### src/rtl/cpu_pkg.sv
// Shared CPU-wide constants: datapath width, register index width and
// writeback source select encodings.
package cpu_pkg;

    localparam int unsigned WIDTH      = 16;
    localparam int unsigned REG_ADDR_W = 4;

    localparam logic WB_SEL_DM  = 1'b1;
    localparam logic WB_SEL_ALU = 1'b0;

endpackage

### src/rtl/writeback_mux.sv
// Writeback source select: memory load data or ALU result.
module writeback_mux
    import cpu_pkg::*;
#(
    parameter int unsigned WIDTH = cpu_pkg::WIDTH
) (
    input  logic [WIDTH-1:0] wb_dm,
    input  logic [WIDTH-1:0] wb_ALU,
    input  logic             wb_muxWB,
    output logic [WIDTH-1:0] wb_data
);

    always_comb begin
        wb_data = wb_ALU;
        if (wb_muxWB == WB_SEL_DM) begin
            wb_data = wb_dm;
        end
    end

endmodule

### src/rtl/writeback_regfile.sv
// Architectural register file fed by the WB stage, with write-through read
// bypass and a WB forwarding bus.
module writeback_regfile
    import cpu_pkg::*;
#(
    parameter int unsigned WIDTH = cpu_pkg::WIDTH,
    parameter int unsigned NREG  = 16
) (
    input  logic                  clock,
    input  logic                  reset,
    input  logic [WIDTH-1:0]      wb_dm,
    input  logic [WIDTH-1:0]      wb_ALU,
    input  logic [WIDTH-1:0]      wb_R0,
    input  logic [REG_ADDR_W-1:0] wb_wAddr,
    input  logic                  wb_muxWB,
    input  logic                  wb_regWrite,
    input  logic                  wb_regWrite0,
    input  logic [REG_ADDR_W-1:0] RR1,
    input  logic [REG_ADDR_W-1:0] RR2,
    output logic [WIDTH-1:0]      RD1,
    output logic [WIDTH-1:0]      RD2,
    output logic [WIDTH-1:0]      R0_out,
    output logic [WIDTH-1:0]      fwd_data,
    output logic [REG_ADDR_W-1:0] fwd_addr,
    output logic                  fwd_valid
);

    logic [WIDTH-1:0] wb_data;
    logic [WIDTH-1:0] regs_q [NREG];

    writeback_mux #(
        .WIDTH (WIDTH)
    ) u_writeback_mux (
        .wb_dm    (wb_dm),
        .wb_ALU   (wb_ALU),
        .wb_muxWB (wb_muxWB),
        .wb_data  (wb_data)
    );

    // The R0 write is issued last so it overrides a primary write aimed at R0.
    always_ff @(posedge clock or posedge reset) begin
        if (reset) begin
            for (int i = 0; i < int'(NREG); i++) begin
                regs_q[i] <= '0;
            end
        end else begin
            if (wb_regWrite) begin
                regs_q[wb_wAddr] <= wb_data;
            end
            if (wb_regWrite0) begin
                regs_q[0] <= wb_R0;
            end
        end
    end

    function automatic logic [WIDTH-1:0] bypass_read(input logic [REG_ADDR_W-1:0] addr,
                                                     input logic [WIDTH-1:0]      stored);
        logic [WIDTH-1:0] val;
        val = stored;
        if (addr == '0 && wb_regWrite0) begin
            val = wb_R0;
        end else if (wb_regWrite && wb_wAddr == addr) begin
            val = wb_data;
        end
        return val;
    endfunction

    always_comb begin
        RD1    = bypass_read(RR1, regs_q[RR1]);
        RD2    = bypass_read(RR2, regs_q[RR2]);
        R0_out = bypass_read('0, regs_q[0]);
    end

    always_comb begin
        fwd_valid = wb_regWrite;
        fwd_addr  = wb_wAddr;
        fwd_data  = wb_data;
    end

endmodule

### config.mk
export PLATFORM = sky130hd
export DESIGN_NAME = writeback_regfile
export DESIGN_NICKNAME = d
export VERILOG_FILES = /design/src/rtl/cpu_pkg.sv /design/src/rtl/writeback_mux.sv /design/src/rtl/writeback_regfile.sv
export SDC_FILE = /design/constraint.sdc
export NUM_CORES = 1
export LEC_CHECK = 0
export BUFFER_PORTS_ARGS = -buffer_cell sky130_fd_sc_hd__buf_4
export CAP_MARGIN = 15
export CORE_MARGIN = 2
export CORE_UTILIZATION = 50
export DETAILED_ROUTE_END_ITERATION = 8
export HOLD_SLACK_MARGIN = 0.12
export PLACE_DENSITY = 0.68
export SETUP_SLACK_MARGIN = 0.4
export SYNTH_ARGS = -nofsm -noshare
export SYNTH_HDL_FRONTEND = slang
export SYNTH_HIERARCHICAL = 1
export SYNTH_SLANG_ARGS = --single-unit
export TNS_END_PERCENT = 5
### constraint.sdc
create_clock -name clock -period 23.4 [get_ports clock]
set_input_delay 3.51 -clock clock [delete_from_list [all_inputs] [get_ports clock]]
set_output_delay 3.51 -clock clock [all_outputs]
set_load 0.01 [all_outputs]
## Word-level counts from Yosys, hierarchy flattened

Index checks and enable logic that the tools add are counted.

- $lt $le $gt $ge: 4
- Equality and inequality tests: 2
- Multiplexer cells: 18
- Bitwise logic cells: 3
- Reduce and logical (&&, ||, !) cells: 10

Operator list:

| kind | number |
|---|---|
| $bwmux 256 | 1 |
| $mux 256 | 1 |
| $mux 16 | 13 |
| $bmux 16 s4 | 2 |
| $demux 16 s4 | 1 |
| $ge 5x5->1 const B | 3 |
| $not 4->5 | 3 |
| $logic_not 4->1 | 3 |
| $eq 4x4->1 | 2 |
| $logic_and 1x1->1 | 6 |
| $lt 5x1->1 const B | 1 |
| $reduce_bool 2->1 | 1 |

- Register bits after elaboration: 256
- Input port bits: 65
- Output and inout bits: 69
- Logic and storage cells: 53

## Longest topological paths before layout

Gate-level depths: netlist of the first run.

- Depth after elaboration: 8
- Depth in mapped cells: 8
- Depth with buffers taken out: 4

## Modules after synthesis

The synthesis of the first run kept the hierarchy.

Modules (own cells, without submodules):

| module | instances | cells an instance | area an instance (um2) | seq. area each (um2) |
|---|---|---|---|---|
| writeback_regfile | 1 | 1,120 | 14,751.6 | 6,406.1 |
| writeback_mux | 1 | 18 | 249.0 | 0.0 |

## Worst setup path after synthesis of the first run

Ideal clock, no wire load.

- Path kind: input to output
- Start: input RR1[3]
- End: output RD1[11]
- Data arrival time: 4.785 ns
- Required time: 19.890 ns
- Path slack: 15.105 ns
- Stages: 7
- Buffers on the path: 3
- Cell sequence: buf_6 -> buf_6 -> buf_2 -> mux4_2 -> a22o_1 -> nor2_1 -> o221ai_1

- Word-level cells in the longest chain between the ends: 6
- Elaborated cells between the ends (all ways): 10
- Those cells by class: eq/ne: 1; mux: 5; bitwise: 1; reduce/logical: 3

RTL lines:

| item | line | text |
|---|---|---|
| start, declared | writeback_regfile.sv:18 | `input logic [REG_ADDR_W-1:0] RR1,` |
| $not 4->5 (implied by the code) | writeback_regfile.sv:69 | `RD1 = bypass_read(RR1, regs_q[RR1]);` |
| $bmux 16 s4 | writeback_regfile.sv:69 |  |
| $mux 16 (implied by the code) (2 in a row) | writeback_regfile.sv:69 |  |
| $mux 16 | writeback_regfile.sv:62 | `end else if (wb_regWrite && wb_wAddr == addr) begin` |
| $mux 16 * | writeback_regfile.sv:60 | `if (addr == '0 && wb_regWrite0) begin` |
| end, declared | writeback_regfile.sv:20 | `output logic [WIDTH-1:0] RD1,` |

Every way passes the cells marked *; elsewhere a longest branch is shown, timed or not. The select of a mux whose other input is x is not followed.

## Worst setup path in the final report of the first run

- Start: input RR2[1]
- End: output RD2[7]

- Word-level cells in the longest chain between the ends: 6
- Elaborated cells between the ends (all ways): 10
- Those cells by class: eq/ne: 1; mux: 5; bitwise: 1; reduce/logical: 3

RTL lines:

| item | line | text |
|---|---|---|
| start, declared | writeback_regfile.sv:19 | `input logic [REG_ADDR_W-1:0] RR2,` |
| $not 4->5 (implied by the code) | writeback_regfile.sv:70 | `RD2 = bypass_read(RR2, regs_q[RR2]);` |
| $bmux 16 s4 | writeback_regfile.sv:70 |  |
| $mux 16 (implied by the code) (2 in a row) | writeback_regfile.sv:70 |  |
| $mux 16 | writeback_regfile.sv:62 |  |
| $mux 16 * | writeback_regfile.sv:60 |  |
| end, declared | writeback_regfile.sv:21 | `output logic [WIDTH-1:0] RD2,` |

Marks and branches as above.

==> results by stage, run 1 <==
Run status:
- The flow ran to the end, and the final reports show no timing, DRC or antenna violations.

Global route:
- The total congestion overflow after global routing is 0.
- For this run, the total global-route usage over all layers was measured as 29.19%.
- The first global-routing pass estimated 67,360 µm of wire.
- The via count of the first global-routing pass came to 10,520.
- The initial antenna violation count is 0.
- The largest net degree at the start of global routing is 123.

Critical path:
- The critical path is of the primary input to output pin type.
- Among the stages of the critical path, the cell type that occurs most often is buf_4.
- The signal on the critical path passes through buf_4, buf_4, nor2b_1, a22oi_1, and3_1, o221ai_1, buf_4.
- The critical path capture point type is an output pin.
- The startpoint kind of the worst setup timing path is a primary input.
- For this design, the slowest cell found on the critical path is nor2b_1.
- The gate family responsible for the most delay along the worst path is simple AND/OR/NAND/NOR gates.
- The peak per-stage delay on the critical path is 0.91 ns.
- The worst flop-to-flop path endpoint is regs_q[241].
- Measured in cells, the most critical reg-to-reg path has a length of 2.
- For flop-to-flop paths, the worst setup slack is 22.56 ns.
- The buffering stage count on the worst path with inverters included is 3.
- Data arrives at the worst endpoint at 6.10 ns.
- The maximum fanout along the worst path is 46.
- The endpoint required time on the critical path is 19.89 ns.
- In this run the critical register-to-register path is launched from regs_q[241].

Clock tree:
- The number of sinks handled by clock tree synthesis is 256.
- The number of setup buffers added after CTS is 0.
- The clock passes through at most 3 buffers.
- After clock tree synthesis, the clock-pin slew on the worst setup and hold paths is 0.06 ns.
- For the worst-skew pair, the clock arrives at the later sink with an insertion delay of 0.54 ns.
- The cell sitting at the root of the clock tree is a clkbuf_16.
- Counting the buffers created by CTS gives 29.
- Post-CTS repair changed the size of 0 cells.
- The CTS tree is done.
- Hold repair after CTS inserted 0 buffers.
- CTS built an H-tree with a depth of 1.

Place:
- In this run the cell area measured after placement is 15,930 µm².
- Summed over all nets, the half-perimeter wirelength after detailed placement is 27,960 µm.
- Counting tap cells, the placed design contains a total of 1,569 instances.
- The worst-case setup slack after placement is 13.88 ns.
- The final weighted congestion in routability-driven placement is 0.8502.
- The number of buffers inserted by port buffering is 133.

Timing:
- The headroom to the max-slew limit is 13.97%.
- The post-route worst hold slack is 0.5072 ns.
- Setup repair after global routing left no endpoint under its margin.
- The slew at the pin closest to its max-slew limit is 1.288 ns.
- The fraction of the cycle the final worst path needs is 41.08%.
- Across the routed clock network, the largest skew measured is 0 ns.
- The setup TNS is 0 ns.
- The achievable clock frequency is 104.0 MHz.
- In the post-route analysis, the smallest setup slack over all paths is 13.79 ns.
- The final count of pins violating max slew is 0.
- Setup violations remaining at the end of the flow were counted as 0.
- The number of hold violations in the final report is 0.
- The routed design could run at a clock period as short as 9.614 ns.

Final layout:
- The area of combinational cells with multiple inputs is 7812 µm².
- Leaving out filler cells and counting taps, the final layout contains 1,622.
- At the end of the flow, the number of nets in the layout was 1,276.
- The fraction of the core area covered by cells at the end of the flow is 57.37%.
- The repair_antennas step left the layout with diodes totalling 0.
- The fraction of layout instances using a drive strength above 1 is 42.86%.
- The area used by sequential logic in the layout is 6406 µm².
- The register with the most flip-flops in the final layout is regs_q.
- Fill cells in the final layout number 2,387.
- Once layout is done, the placed cells without fillers occupy 16,960 µm².
- The number of flip-flops under the largest register name is 256.
- The largest registers in the layout are regs_q: 256 flops.
- Compared with the post-synthesis result, the final layout area differs by 13.05%.

Detailed routing:
- The detailed-routing iteration count for the pre-antenna-repair pass is 7.
- The initial detailed-routing violation count is 953.
- The overall via count from detail_route is 10,630.
- In the routed layout, each cell is associated on average with a via count of 6.552.
- Summed over all layers, the routed wires come to 45,170 µm.
- The detailed-route wire length per cell is 27.85 µm.
- The number of design rule violations left after detail routing is 0.
- The number of nets still failing antenna checks after routing is 0.

Die:
- The starting utilization of the core area is 50.75%.
- 134 I/O pins were placed.
- The core region is 29,560 µm².
- The die covers 31,400 µm².
- From bottom edge to top edge, the die measures 177.2 µm.
- After floorplanning, the core was divided into 63 placement rows.
- The chip width is 177.2 µm.

Logic synthesis:
- The most common cell in the synthesized netlist is dfrtp_1.
- The net count after synthesis is 1,203.
- The number of unique standard cell types used by synthesis is 45.
- The area share of the largest cell type after synthesis is 42.71%.
- Ranked by instance count, the synthesized netlist is headed by dfrtp_1 (256), mux2_2 (180), nand2_1 (132), mux4_2 (103), o21ai_0 (79).
- Averaged over all synthesized cells, the footprint is 13.18 µm².
- The dominant cell type by area after synthesis is dfrtp_1.
- Summing every instance area after synthesis gives 15,000 µm².
- The share of the yosys chip area belonging to registers is 42.71%.
- The number of flops mapped to enable cells by yosys is 0.
- The register bit total from synthesis is 256.
- By area the synthesized netlist is led by dfrtp_1 (43%), mux4_2 (15%), mux2_2 (14%), mux4_1 (4.4%), nand2_1 (3.3%).
- The flip-flop cell with the highest count after synthesis is dfrtp_1.
- The number of cells produced by synthesis is 1,138.
- The synthesis warning total is 6.
- Counting flops with an async set or reset pin after synthesis yields a share of 100.0%.

Pwr:
- Total power for the finished layout comes to 1.471 mW.
- Across the VDD grid, the largest voltage drop is 0.05664 mV.
- Dividing total power by cell area gives a power density of 86.74 nW/µm².
- In this run the static leakage power is 7.339 nW.

Min path:
- The sink of the worst hold path is regs_q[49].
- The path class of the tightest hold or removal check is flip-flop to flip-flop.
- The cell depth of the worst min-delay path is 2.
- The origin of the worst min-delay path is regs_q[49].

Job:
- The tool flagged a number of max-cap violations equal to 0.
power by group:
group	switching [mW]	leakage, nW	internal [mW]
Sequential	0.0787	3.17	0.547
Combinational	0.150	3.67	0.216
Clock	0.183	0.505	0.296
cell type report:
| type | count | share of cell area [%] |
|---|---|---|
| inverter | 18 | 0.4427 |
| sequential | 256 | 37.78 |
| multi-input combinational | 753 | 46.07 |
| tap | 390 | 2.878 |
| clock buffer | 44 | 5.320 |
| timing repair buffer | 153 | 6.818 |
| clock inverter | 8 | 0.6936 |
worst register-to-register path, stage by stage, from the launching register on:
cell     delay (ns)
dfrtp_1        0.41
mux2i_1        0.18
o21ai_0        0.10
per-layer routing:
metal  share of wire (%)  global-route usage, %  up-vias
li1                    -                      -     4470
met3                 8.2                  6.143      104
met1                  41                  39.86     5524
met5                   0                      0        -
met4                 4.6                  12.40        0
met2                  46                  45.53      530
worst max path at each step:
stage | start | end | slack [ns] | cells past startpoint
6_report | RR2[1] | RD2[7] | 13.79 | 7
3_5_place_dp | RR2[0] | RD2[2] | 13.88 | 6
4_1_cts | RR2[0] | RD2[2] | 13.88 | 6
5_1_grt | RR2[1] | RD2[10] | 13.69 | 7
2_1_floorplan | reset | regs_q[0] | 12.85 | 1
3_3_place_gp | RR2[1] | RD2[1] | 13.94 | 7
cells in the final DEF, fill, tap and decap left out, types with 2 or more instances in the layout:
cell       Yosys  layout
o221ai_2       7       7
nor2_1        25      25
mux4_1        25      25
mux2_2       180     180
clkinv_2       0       4
xnor2_1        2       2
mux2_4        10      10
mux2i_1       16      16
a22o_1        32      32
bufinv_16      0       3
o221ai_1      25      25
clkbuf_1      33       3
nand3_1       18      18
xor2_1         5       5
a22oi_1       16      16
buf_6         21       2
and3_1        18      18
and2_1         2       2
mux4_2       103     103
o21ai_0       79      79
clkbuf_16      0      29
nor2_2         4       4
nor3_4         4       7
nand2_1      132     132
buf_4         27     151
nor2b_1       12      11
nand2b_4       2       2
clkbuf_8       0      12
mux2_1         2       2
dfrtp_1      256     256
inv_1         18      17
o21ai_1       17      17
cell families after synthesis:
group,after synthesis,share of synthesized area [%]
compound gates,178,8.208
xor+xnor,8,0.5172
buf+inv,129,5.355
flops,256,42.71
mux,336,35.57
simple gates,231,7.640
Power figures use the tool's default switching activity.
==> run 2, diff against run 1 <==
==> constraint.sdc (replaced) <==
create_clock -name clock -period 9.8 [get_ports clock]
set_input_delay 1.47 -clock clock [delete_from_list [all_inputs] [get_ports clock]]
set_output_delay 1.47 -clock clock [all_outputs]
set_load 0.01 [all_outputs]
==> results by stage, run 2 (synthesis results as in run 1) <==
Min path:
- The class of the tightest hold or removal check is flip-flop to flip-flop.

Detailed routing:
- The detailed-route wire length per cell came to 27.84 µm (about the same).
- The wire length after detailed routing is 45,120 µm (-0.11%).
- The overall via count from detail_route is 10,650 (+0.17%).
- The detailed-routing iteration count for the pre-antenna-repair pass is 7 (unchanged).
- The initial detailed-routing violation count is 1,080 (+13%).
- The number of nets still failing antenna checks after routing is 0 (unchanged).
- The number of design rule violations left after detail routing came to 0 (unchanged).
- The routed via count divided by cell count is 6.568 (+0.23%).

Timing:
- The clock tree skew after final layout came to 0 ns (unchanged).
- The slew at the pin closest to its max-slew limit is 1.266 ns (-0.02189 ns).
- The headroom to the max-slew limit is 15.44% (+1.5 points).
- The fraction of the cycle the final worst path needs is 56.66%.
- The setup TNS is 0 ns (unchanged).
- Setup repair after global routing left no endpoint under its margin.
- The time the final worst path needs with I/O delays and setup is 5.553 ns.
- The number of hold violations in the final report is 0 (unchanged).
- The final count of pins violating max slew is 0 (unchanged).
- The final setup violation count came to 0 (unchanged).
- Based on the critical path, the design can be clocked at up to 180.1 MHz.

Final layout:
- The largest registers in the layout are regs_q: 256 flops.
- The top cell types in the final layout, fill and taps aside, are dfrtp_1 (256), mux2_2 (180), buf_4 (151).
- The fraction of the core area covered by cells at the end of the flow is 57.04% (-0.33 points).
- The most common library cell in the layout ignoring fill and taps is dfrtp_1.
- Relative to the synthesized area, the layout overhead comes to 12.40%.
- The register with the most flip-flops is regs_q.
- The fraction of layout instances using a drive strength above 1 is 42.24% (-0.62 points).
- The number of flip-flops under the largest register name is 256 (unchanged).
- The final net count is 1,275 (-0.078%).
- The number of antenna repair diodes is 0 (unchanged).

Pwr:
- The total power divided by cell area is 203.9 nW/µm² (+140%).
- The leakage component of the power is 7.288 nW (-0.69%).
- The highest ir drop seen on vdd is 0.1420 mV (+150%).

Clock tree:
- The number of setup buffers added after CTS is 0 (unchanged).
- The clock slew seen by the registers of the worst setup and hold paths is 0.06 ns (about the same).
- The maximum count of clock buffers along a single path is 3 (unchanged).
- The post-cts gate resize count is 0 (unchanged).
- The number of buffers added to fix hold violations after cts is 0 (unchanged).
- The tree is rooted in a clkbuf_16.
- The H-tree depth is 1 (unchanged).
- The number of sinks handled by clock tree synthesis was 256 (unchanged).
- The TritonCTS buffer count is 29 (unchanged).
- The clock network latency to the later pin of the worst-skew pair came to 0.54 ns (about the same).
- TritonCTS built the clock tree.

Critical path:
- The reg-to-reg critical path startpoint is regs_q[254].
- The maximum fanout along the worst path is 46 (unchanged).
- The peak per-stage delay on the critical path was 0.90 ns (about the same).
- The number of cells on the worst reg-to-reg path is 2 (unchanged).
- The signal arrival time at the worst endpoint is 4.08 ns (-2.02 ns).
- The worst flop-to-flop path endpoint is regs_q[254].
- The endpoint required time on the critical path is 8.33 ns (-11.56 ns).
- On the critical path, the stage with the largest delay is an instance of nor2b_1.
- The reg-to-reg setup timing slack was 8.97 ns (-13.59 ns).
- The worst setup path is captured at an output pin.
- The start point of the critical path is RR2[1].
- Counting stages on the worst path, the most repeated cell is buf_4.
- The classification of the worst setup path is primary input to output pin.
- The startpoint kind of the worst setup timing path is a primary input.
- The signal on the critical path passes through buf_4, buf_4, nor2b_1, a22oi_1, and3_1, o221ai_1, buf_4.
- The capture point of the worst path is RD2[1].

Place:
- The number of buffers inserted by port buffering is 133 (unchanged).
- The final weighted congestion in routability-driven placement was 0.8497 (about the same).
- The placed wire-length estimate is 28,080 µm (+0.42%).

Global route:
- The initial antenna violation count is 0 (unchanged).
- The largest net degree at the start of global routing is 123 (unchanged).
- The global-route usage over all layers was 29.49% (+0.31 points).
- The via count of the first global-routing pass is 10,690 (+1.7%).
- The total congestion overflow after global routing is 0 (unchanged).
- The first-pass GRT wire length is 68,070 µm (+1.0%).

Die:
- The die height is 177.2 µm (unchanged).
- The full die area was 31,400 µm² (unchanged).
- The starting utilization of the core area is 50.75% (unchanged).
- The standard cell core area is 29,560 µm² (unchanged).
- The count of boundary I/O pins is 134 (unchanged).
- The chip width was 177.2 µm (unchanged).
- The cell row count is 63 (unchanged).

Run status:
- The flow ran to the end, and the final reports show no timing, DRC or antenna violations.

Job:
- The total of max-cap violations is 0 (unchanged).
run 2: worst min-delay path by stage:
stage | from | endpoint | cells past startpoint
finish | regs_q[224] | regs_q[224] | 2
global route | regs_q[49] | regs_q[49] | 2
CTS | regs_q[181] | regs_q[181] | 2
detailed placement | regs_q[235] | regs_q[235] | 2
global placement | regs_q[54] | regs_q[54] | 2
floorplan | regs_q[50] | regs_q[50] | 2
run 2: per-layer routing:
layer | global-route usage, % | up-vias | wire, µm
met3 | 6.615 | 91 | 4115
met1 | 40.35 | 5542 | 17950
li1 | - | 4490 | -
met5 | 0 | - | 0
met4 | 11.71 | 0 | 1801
met2 | 46.01 | 523 | 21250
run 2: area by class of cell:
class / instances / area (µm²)
fill: 2398 / 12700
tap: 390 / 488.0
multi-input combinational: 753 / 7812
timing repair buffer: 152 / 1145
sequential: 256 / 6406
clock buffer: 45 / 845.8
clock inverter: 7 / 88.84
inverter: 18 / 75.07
run 2: power by group:
| part | total, mW | internal (mW) | switching, mW |
|---|---|---|---|
| clock network | 1.07 | 0.641 | 0.431 |
| registers | 1.49 | 1.31 | 0.188 |
| logic | 0.873 | 0.514 | 0.358 |
run 2: worst max-delay path: cells and delay by family:
family / cells / cell delay [ns]
buffers and inverters: 3 / 1.05
AOI/OAI and AO/OA: 2 / 0.35
and+or+nand+nor: 2 / 1.17
run 2: stage by stage:
stage | power, mW | setup WS, ns | instances | instance area [µm²] | hold WS, ns
3_3_place_gp | 2.338 | 4.417 | 1568 | 15920 | 0.4770
5_1_grt | 3.600 | 4.167 | 1621 | 16860 | 0.5297
4_1_cts | 3.445 | 4.353 | 1621 | 16860 | 0.5067
6_report | 3.437 | 4.247 | 1621 | 16860 | 0.5014
2_1_floorplan | 2.099 | 1.288 | 1138 | 15000 | 0.4585
3_5_place_dp | 2.374 | 4.368 | 1569 | 15930 | 0.4936
